$ cat config.mk
export PLATFORM = sky130hd
export DESIGN_NAME = sdram_arbiter_flat
export DESIGN_NICKNAME = d
export VERILOG_FILES = /design/src/rtl/sdram_arbiter_if.sv /design/src/rtl/sdram_arbiter.sv /design/src/flat_wrapper.sv
export SDC_FILE = /design/constraint.sdc
export NUM_CORES = 1
export LEC_CHECK = 0
export ABC_AREA = 1
export BUFFER_PORTS_ARGS = -buffer_cell sky130_fd_sc_hd__buf_4
export CAP_MARGIN = 20
export CORE_MARGIN = 2
export CORE_UTILIZATION = 44
export DETAILED_ROUTE_END_ITERATION = 16
export GPL_TIMING_DRIVEN = 0
export PLACE_DENSITY = 0.8
export SLEW_MARGIN = 30
export SYNTH_ARGS = -nofsm -noshare
export SYNTH_HDL_FRONTEND = slang
export SYNTH_SLANG_ARGS = --single-unit
$ cat constraint.sdc
create_clock -name clk -period 1.78 [get_ports clk]
set_clock_uncertainty 0.2 [all_clocks]
set_input_delay 0.178 -clock clk [delete_from_list [all_inputs] [get_ports clk]]
set_output_delay 0.178 -clock clk [all_outputs]
set_load 0.005 [all_outputs]
$ cat src/rtl/sdram_arbiter_if.sv
// sdram_arbiter_if
//   Bundles every signal of the SDRAM arbiter except clock and reset.
//   master : the arbiter's view (requests, controller responses and read
//            data in; acks, valids, read data, controller command and busy out).
//   slave  : the opposite side (ROM download writer, game-side readers and the
//            SDRAM controller, or a testbench standing in for them).
//   Ports (master view):
//     wr_req/wr_addr/wr_data  in   download write request, held until wr_ack
//     wr_ack                  out  one-cycle write-accepted pulse
//     port_req/port_addr      in   per-port read requests, packed addresses
//     port_ack/port_valid     out  per-port accept / data-valid pulses
//     port_q                  out  registered read data shared by all ports
//     sdram_addr/data/we/req  out  command to the controller
//     sdram_ack/valid/q       in   controller handshake and read data
//     busy                    out  a transaction is outstanding
interface sdram_arbiter_if #(
  parameter int NUM_PORTS  = 4,
  parameter int ADDR_WIDTH = 23,
  parameter int DATA_WIDTH = 32
) ();
  logic                            wr_req;
  logic [ADDR_WIDTH-1:0]           wr_addr;
  logic [DATA_WIDTH-1:0]           wr_data;
  logic                            wr_ack;
  logic [NUM_PORTS-1:0]            port_req;
  logic [NUM_PORTS*ADDR_WIDTH-1:0] port_addr;
  logic [NUM_PORTS-1:0]            port_ack;
  logic [NUM_PORTS-1:0]            port_valid;
  logic [DATA_WIDTH-1:0]           port_q;
  logic [ADDR_WIDTH-1:0]           sdram_addr;
  logic [DATA_WIDTH-1:0]           sdram_data;
  logic                            sdram_we;
  logic                            sdram_req;
  logic                            sdram_ack;
  logic                            sdram_valid;
  logic [DATA_WIDTH-1:0]           sdram_q;
  logic                            busy;

  modport master (
    input  wr_req, wr_addr, wr_data, port_req, port_addr,
           sdram_ack, sdram_valid, sdram_q,
    output wr_ack, port_ack, port_valid, port_q,
           sdram_addr, sdram_data, sdram_we, sdram_req, busy
  );

  modport slave (
    output wr_req, wr_addr, wr_data, port_req, port_addr,
           sdram_ack, sdram_valid, sdram_q,
    input  wr_ack, port_ack, port_valid, port_q,
           sdram_addr, sdram_data, sdram_we, sdram_req, busy
  );
endinterface

$ cat src/rtl/sdram_arbiter.sv
// sdram_arbiter
//   Shares one SDRAM controller request/ack/valid interface between the ROM
//   download writer and NUM_PORTS game-side ROM readers. Exactly one
//   transaction is outstanding at a time. The write port always wins; read
//   ports are served lowest-index-first, or round-robin when the macro
//   SDRAM_ARB_ROUND_ROBIN_EN is defined.
//   Ports:
//     clk      in  system clock
//     reset_n  in  asynchronous active-low reset
//     bus      sdram_arbiter_if.master, all request/ack/data signals
module sdram_arbiter #(
  parameter int NUM_PORTS  = 4,
  parameter int ADDR_WIDTH = 23,
  parameter int DATA_WIDTH = 32
) (
  input  logic            clk,
  input  logic            reset_n,
  sdram_arbiter_if.master bus
);

  localparam int PTR_W = $clog2(NUM_PORTS);

  typedef enum logic [1:0] {
    IDLE       = 2'd0,
    WAIT_ACK   = 2'd1,
    WAIT_VALID = 2'd2
  } state_t;

  state_t                state_q,      state_d;
  logic                  owner_wr_q,   owner_wr_d;
  logic [PTR_W-1:0]      owner_q,      owner_d;
  logic [ADDR_WIDTH-1:0] sdram_addr_q, sdram_addr_d;
  logic [DATA_WIDTH-1:0] sdram_data_q, sdram_data_d;
  logic                  sdram_we_q,   sdram_we_d;
  logic                  sdram_req_q,  sdram_req_d;
  logic [NUM_PORTS-1:0]  port_valid_q, port_valid_d;
  logic [DATA_WIDTH-1:0] port_q_q,     port_q_d;

  logic                  wr_ack;
  logic [NUM_PORTS-1:0]  port_ack;
  logic                  win_found;
  logic [PTR_W-1:0]      win_idx;
  logic [ADDR_WIDTH-1:0] win_addr;

`ifdef SDRAM_ARB_ROUND_ROBIN_EN
  logic [PTR_W-1:0]      rr_ptr_q, rr_ptr_d;
`endif

  // Read winner selection.
  always_comb begin
    win_found = 1'b0;
    win_idx   = '0;
    win_addr  = '0;
`ifdef SDRAM_ARB_ROUND_ROBIN_EN
    // Ports at or after the pointer are searched first; if none request,
    // the plain lowest-index scan below supplies the wrap-around winner.
    for (int unsigned i = 0; i < NUM_PORTS; i++) begin
      if (!win_found && bus.port_req[i] && (PTR_W'(i) >= rr_ptr_q)) begin
        win_found = 1'b1;
        win_idx   = PTR_W'(i);
        win_addr  = bus.port_addr[i*ADDR_WIDTH +: ADDR_WIDTH];
      end
    end
`endif
    for (int unsigned i = 0; i < NUM_PORTS; i++) begin
      if (!win_found && bus.port_req[i]) begin
        win_found = 1'b1;
        win_idx   = PTR_W'(i);
        win_addr  = bus.port_addr[i*ADDR_WIDTH +: ADDR_WIDTH];
      end
    end
  end

  // Next-state and output logic.
  always_comb begin
    state_d      = state_q;
    owner_wr_d   = owner_wr_q;
    owner_d      = owner_q;
    sdram_addr_d = sdram_addr_q;
    sdram_data_d = sdram_data_q;
    sdram_we_d   = sdram_we_q;
    sdram_req_d  = sdram_req_q;
    port_valid_d = '0;
    port_q_d     = port_q_q;
    wr_ack       = 1'b0;
    port_ack     = '0;

    unique case (state_q)
      IDLE: begin
        if (bus.wr_req) begin
          sdram_addr_d = bus.wr_addr;
          sdram_data_d = bus.wr_data;
          sdram_we_d   = 1'b1;
          sdram_req_d  = 1'b1;
          owner_wr_d   = 1'b1;
          owner_d      = '0;
          state_d      = WAIT_ACK;
        end else if (win_found) begin
          sdram_addr_d = win_addr;
          sdram_we_d   = 1'b0;
          sdram_req_d  = 1'b1;
          owner_wr_d   = 1'b0;
          owner_d      = win_idx;
          state_d      = WAIT_ACK;
        end
      end

      WAIT_ACK: begin
        if (bus.sdram_ack) begin
          sdram_req_d = 1'b0;
          if (owner_wr_q) begin
            wr_ack  = 1'b1;
            state_d = IDLE;
          end else begin
            port_ack[owner_q] = 1'b1;
            state_d           = WAIT_VALID;
          end
        end
      end

      WAIT_VALID: begin
        if (bus.sdram_valid) begin
          port_q_d              = bus.sdram_q;
          port_valid_d[owner_q] = 1'b1;
          state_d               = IDLE;
        end
      end

      default: state_d = IDLE;
    endcase
  end

  always_ff @(posedge clk or negedge reset_n) begin
    if (!reset_n) begin
      state_q      <= IDLE;
      owner_wr_q   <= 1'b0;
      owner_q      <= '0;
      sdram_addr_q <= '0;
      sdram_data_q <= '0;
      sdram_we_q   <= 1'b0;
      sdram_req_q  <= 1'b0;
      port_valid_q <= '0;
      port_q_q     <= '0;
    end else begin
      state_q      <= state_d;
      owner_wr_q   <= owner_wr_d;
      owner_q      <= owner_d;
      sdram_addr_q <= sdram_addr_d;
      sdram_data_q <= sdram_data_d;
      sdram_we_q   <= sdram_we_d;
      sdram_req_q  <= sdram_req_d;
      port_valid_q <= port_valid_d;
      port_q_q     <= port_q_d;
    end
  end

`ifdef SDRAM_ARB_ROUND_ROBIN_EN
  // The pointer moves just past the port whose read was accepted.
  always_comb begin
    rr_ptr_d = rr_ptr_q;
    if (state_q == WAIT_ACK && bus.sdram_ack && !owner_wr_q) begin
      if (owner_q == PTR_W'(NUM_PORTS - 1)) rr_ptr_d = '0;
      else                                  rr_ptr_d = owner_q + PTR_W'(1);
    end
  end

  always_ff @(posedge clk or negedge reset_n) begin
    if (!reset_n) rr_ptr_q <= '0;
    else          rr_ptr_q <= rr_ptr_d;
  end
`endif

  assign bus.wr_ack     = wr_ack;
  assign bus.port_ack   = port_ack;
  assign bus.port_valid = port_valid_q;
  assign bus.port_q     = port_q_q;
  assign bus.sdram_addr = sdram_addr_q;
  assign bus.sdram_data = sdram_data_q;
  assign bus.sdram_we   = sdram_we_q;
  assign bus.sdram_req  = sdram_req_q;
  assign bus.busy       = (state_q != IDLE);

endmodule

$ cat src/flat_wrapper.sv
// flat-port wrapper written by rule: the top's interface ports become plain ports
module sdram_arbiter_flat 
#(
  parameter int NUM_PORTS  = 4,
  parameter int ADDR_WIDTH = 23,
  parameter int DATA_WIDTH = 32
)
  (clk, reset_n, bus_wr_req, bus_wr_addr, bus_wr_data, bus_port_req, bus_port_addr, bus_sdram_ack, bus_sdram_valid, bus_sdram_q, bus_wr_ack, bus_port_ack, bus_port_valid, bus_port_q, bus_sdram_addr, bus_sdram_data, bus_sdram_we, bus_sdram_req, bus_busy);
  sdram_arbiter_if #(.NUM_PORTS(NUM_PORTS), .ADDR_WIDTH(ADDR_WIDTH), .DATA_WIDTH(DATA_WIDTH)) bus_i ();
  input  logic clk;
  input  logic reset_n;
  input wire logic [$bits(bus_i.wr_req)-1:0] bus_wr_req;
  input wire logic [$bits(bus_i.wr_addr)-1:0] bus_wr_addr;
  input wire logic [$bits(bus_i.wr_data)-1:0] bus_wr_data;
  input wire logic [$bits(bus_i.port_req)-1:0] bus_port_req;
  input wire logic [$bits(bus_i.port_addr)-1:0] bus_port_addr;
  input wire logic [$bits(bus_i.sdram_ack)-1:0] bus_sdram_ack;
  input wire logic [$bits(bus_i.sdram_valid)-1:0] bus_sdram_valid;
  input wire logic [$bits(bus_i.sdram_q)-1:0] bus_sdram_q;
  output wire logic [$bits(bus_i.wr_ack)-1:0] bus_wr_ack;
  output wire logic [$bits(bus_i.port_ack)-1:0] bus_port_ack;
  output wire logic [$bits(bus_i.port_valid)-1:0] bus_port_valid;
  output wire logic [$bits(bus_i.port_q)-1:0] bus_port_q;
  output wire logic [$bits(bus_i.sdram_addr)-1:0] bus_sdram_addr;
  output wire logic [$bits(bus_i.sdram_data)-1:0] bus_sdram_data;
  output wire logic [$bits(bus_i.sdram_we)-1:0] bus_sdram_we;
  output wire logic [$bits(bus_i.sdram_req)-1:0] bus_sdram_req;
  output wire logic [$bits(bus_i.busy)-1:0] bus_busy;
  assign bus_i.wr_req = bus_wr_req;
  assign bus_i.wr_addr = bus_wr_addr;
  assign bus_i.wr_data = bus_wr_data;
  assign bus_i.port_req = bus_port_req;
  assign bus_i.port_addr = bus_port_addr;
  assign bus_i.sdram_ack = bus_sdram_ack;
  assign bus_i.sdram_valid = bus_sdram_valid;
  assign bus_i.sdram_q = bus_sdram_q;
  assign bus_wr_ack = bus_i.wr_ack;
  assign bus_port_ack = bus_i.port_ack;
  assign bus_port_valid = bus_i.port_valid;
  assign bus_port_q = bus_i.port_q;
  assign bus_sdram_addr = bus_i.sdram_addr;
  assign bus_sdram_data = bus_i.sdram_data;
  assign bus_sdram_we = bus_i.sdram_we;
  assign bus_sdram_req = bus_i.sdram_req;
  assign bus_busy = bus_i.busy;
  sdram_arbiter #(.NUM_PORTS(NUM_PORTS), .ADDR_WIDTH(ADDR_WIDTH), .DATA_WIDTH(DATA_WIDTH)) u_core (.clk(clk), .reset_n(reset_n), .bus(bus_i));
endmodule
==> impl_metrics.ini <==
[run_status]
status = completed

[global_route]
grt_pass1_wl_mm = 30.80
antenna_found_initial = 1
grt_pass1_vias = 5854
grt_max_degree = 98
gr-total-overflow = 0
grt_usage_pct = 34.09

[routing]
postRouteAntennaNets = 0
vias = 5643
viasPerCell = 5.215
routedWlPerCell_microns = 19.75
dr.first_iter.drc_count = 360
drcViolationCount = 0
routed_wl_mm = 21.37
drtPass1Iterations = 5

[sta]
fin_crit_sh_pct = 99.42
worst_slack_ps = 10.32
rsz0062_at_grt = yes
setup_viol = 0
worst_slew_pin_slew_ps = 778.0
fmax_mhz = 565.1
period_minus_slack_ps = 1770
holdWs_ps = 7.903
finalSetupTns_ps = 0
finalHoldViolCount = 0
drv_slew = 0
max_slew_margin_pct = 48.13

[place]
place_inst = 947
gp_congestion = 0.9173
hpwl_mm = 13.23
place_worst_setup_slack_ps = 192.1
io_buffers = 281

[worst_setup_path]
endpoint_kind = primary output
cp-startpoint = u_core.state_q[1]
worstPathMaxFanout = 6
path_delay_family = flip-flops
crit_buf_inv = 2
reg2regPathDepth = 5
r2r-end = u_core.bus.sdram_addr[10]
reg2reg_from = u_core.state_q[0]
crit_end = bus_port_ack[3]
path_depth = 4
start_kind = flip-flop
criticalPathCategory = flip-flop to primary output
ff2ff_setup_slack_ps = 160
required_ps = 1400
cpMaxStageDelayCell = dfrtp_1
cpPeakStageDelay_ps = 430
worstPathCellList = inv_2 -> nand4_1 -> nor2_1 -> buf_4
cp.arrival_ps = 1390

[yosys]
syn_nets = 714
synth_area_sq_mm = 0.004981
syn_avg_cell_area_sq_um = 9.470
ys_seq_area_share_pct = 48.73
synthCells = 526
synth_cell_types = 24
ys_ff_latch = 97
ys.warnings.count = 0

[clocking]
cts-buffers-inserted = 9
clk_latency_ps = 330
cts_max_path_buffers = 2
cts_root_buf = clkbuf_16
htreeDepth = 3
clk_pin_slew_ps = 70
cts_tree = done
clkSinkCount = 97

[pwr]
ir_drop_mv = 0.9139
p_leak_nw = 4.670
pwr_density_cell_mw_per_mm2 = 1294

[floorplan]
core_sq_mm = 0.01094
start_util_pct = 45.55
ios = 287
die_y_microns = 110.4
row_count = 38
die-area_sq_mm = 0.01219
fp.dieW_microns = 110.4

[cells_and_area]
nNetsFinal = 1123
fill_cells = 653
layout_common_cells = 291 x buf_4, 127 x nand2_1, 110 x dlygate4sd3_1
area_delta_synth_final_pct = 74.96
layout_commonest_cell = buf_4
seq_area_sq_mm = 0.002429
final_cells = 1082
multi_input_area_sq_mm = 0.002111
drive_gt1_share_pct = 43.51
final_core_util_pct = 79.69

[hold_path]
hold_path_class = input pin to flip-flop

[job]
drv_cap = 0
## per-stage QoR
stage | power [mW] | instance area (sq um)
global placement | 8.535 | 7266
detailed placement | 8.785 | 7269
floorplan | 6.084 | 4981
global route | 11.83 | 8712
CTS | 10.86 | 8645
finish | 11.28 | 8715
## power by group
| group | internal [mW] | switching, mW | total [mW] |
|---|---|---|---|
| registers | 3.28 | 0.793 | 4.07 |
| logic | 3.04 | 2.29 | 5.34 |
| clock network | 0.993 | 0.878 | 1.87 |
## how the worst min path moves through the flow
stage	start	slack (ps)	cells past startpoint	endpoint
after floorplan	reset_n	-320	0	u_core.bus.port_q[0]
after global placement	bus_sdram_valid	200	2	u_core.state_q[1]
after detailed placement	reset_n	140	1	u_core.bus.sdram_addr[19]
after CTS	bus_wr_addr[2]	0.1	5	u_core.bus.sdram_addr[2]
after global routing	bus_wr_addr[2]	30	5	u_core.bus.sdram_addr[2]
final	bus_wr_addr[2]	8	5	u_core.bus.sdram_addr[2]
## cell usage after synthesis
master    count  area share, %
nand2_1     127            9.6
dfrtp_1      97             49
nand3_1      57            5.7
inv_1        48            3.6
nor2_1       39            2.9
mux2_2       38            8.6
mux2_4       26            7.8
a21oi_1      23            2.3
o21ai_0      18            1.8
buf_6        15            3.4
buf_2         7           0.70
nand4_1       7           0.88
inv_2         5           0.38
buf_4         4           0.60
nand2_4       3           0.68
o21ai_1       3           0.30
nor2_4        2           0.45
clkbuf_1      1          0.075
inv_4         1           0.13
nand2_2       1           0.13
nand3_4       1           0.35
nand4_2       1           0.25
nor2_8        1           0.40
o31ai_1       1           0.15
## worst min-delay path: cells and delay by family
family,cells,cell delay (ps)
AOI/OAI and AO/OA,1,130
and+or+nand+nor,2,80
buffers and inverters,2,120
## layer usage
metal | GRT usage (%) | vias to the layer above | routed length [microns]
li1 | - | 2522 | -
met1 | 34.36 | 2705 | 7242
met2 | 62.53 | 340 | 11160
met3 | 9.818 | 76 | 1937
met4 | 19.20 | 0 | 1030
met5 | 0 | - | 0
## kinds of logic (layout without fill, tap and decap cells)
kind of cell | Yosys count | after routing | synth area share (%)
simple gates | 239 | 239 | 21.38
flops | 97 | 97 | 48.73
buf+inv | 81 | 495 | 8.892
mux | 64 | 64 | 16.43
compound gates | 45 | 45 | 4.572
other cells | 0 | 2 | 0
## state kept, by name, indices dropped and copies added, names as in the netlist
signal                 count
u_core.bus.sdram_req       1
u_core.bus.port_q         32
u_core.bus.sdram_data     32
u_core.bus.port_valid      4
u_core.bus.sdram_addr     23
u_core.owner_wr_q          1
u_core.owner_q             2
u_core.state_q             2
## final cells by class
class	count	share of cell area, %
sequential	97	27.87
multi-input combinational	348	24.22
tap	140	2.010
timing repair buffer	398	37.52
clock inverter	4	0.3159
clock buffer	12	2.828
antenna	2	0.05743
inverter	54	2.383
buffer	27	2.800
## timing repair
action	4_1_cts	5_1_grt
endpoints found under the setup margin	0	6
buffers inserted	0	7
endpoints found under the hold margin	181	0
hold buffers	110	0
resized for setup	0	7
Power figures use the tool's default switching activity.
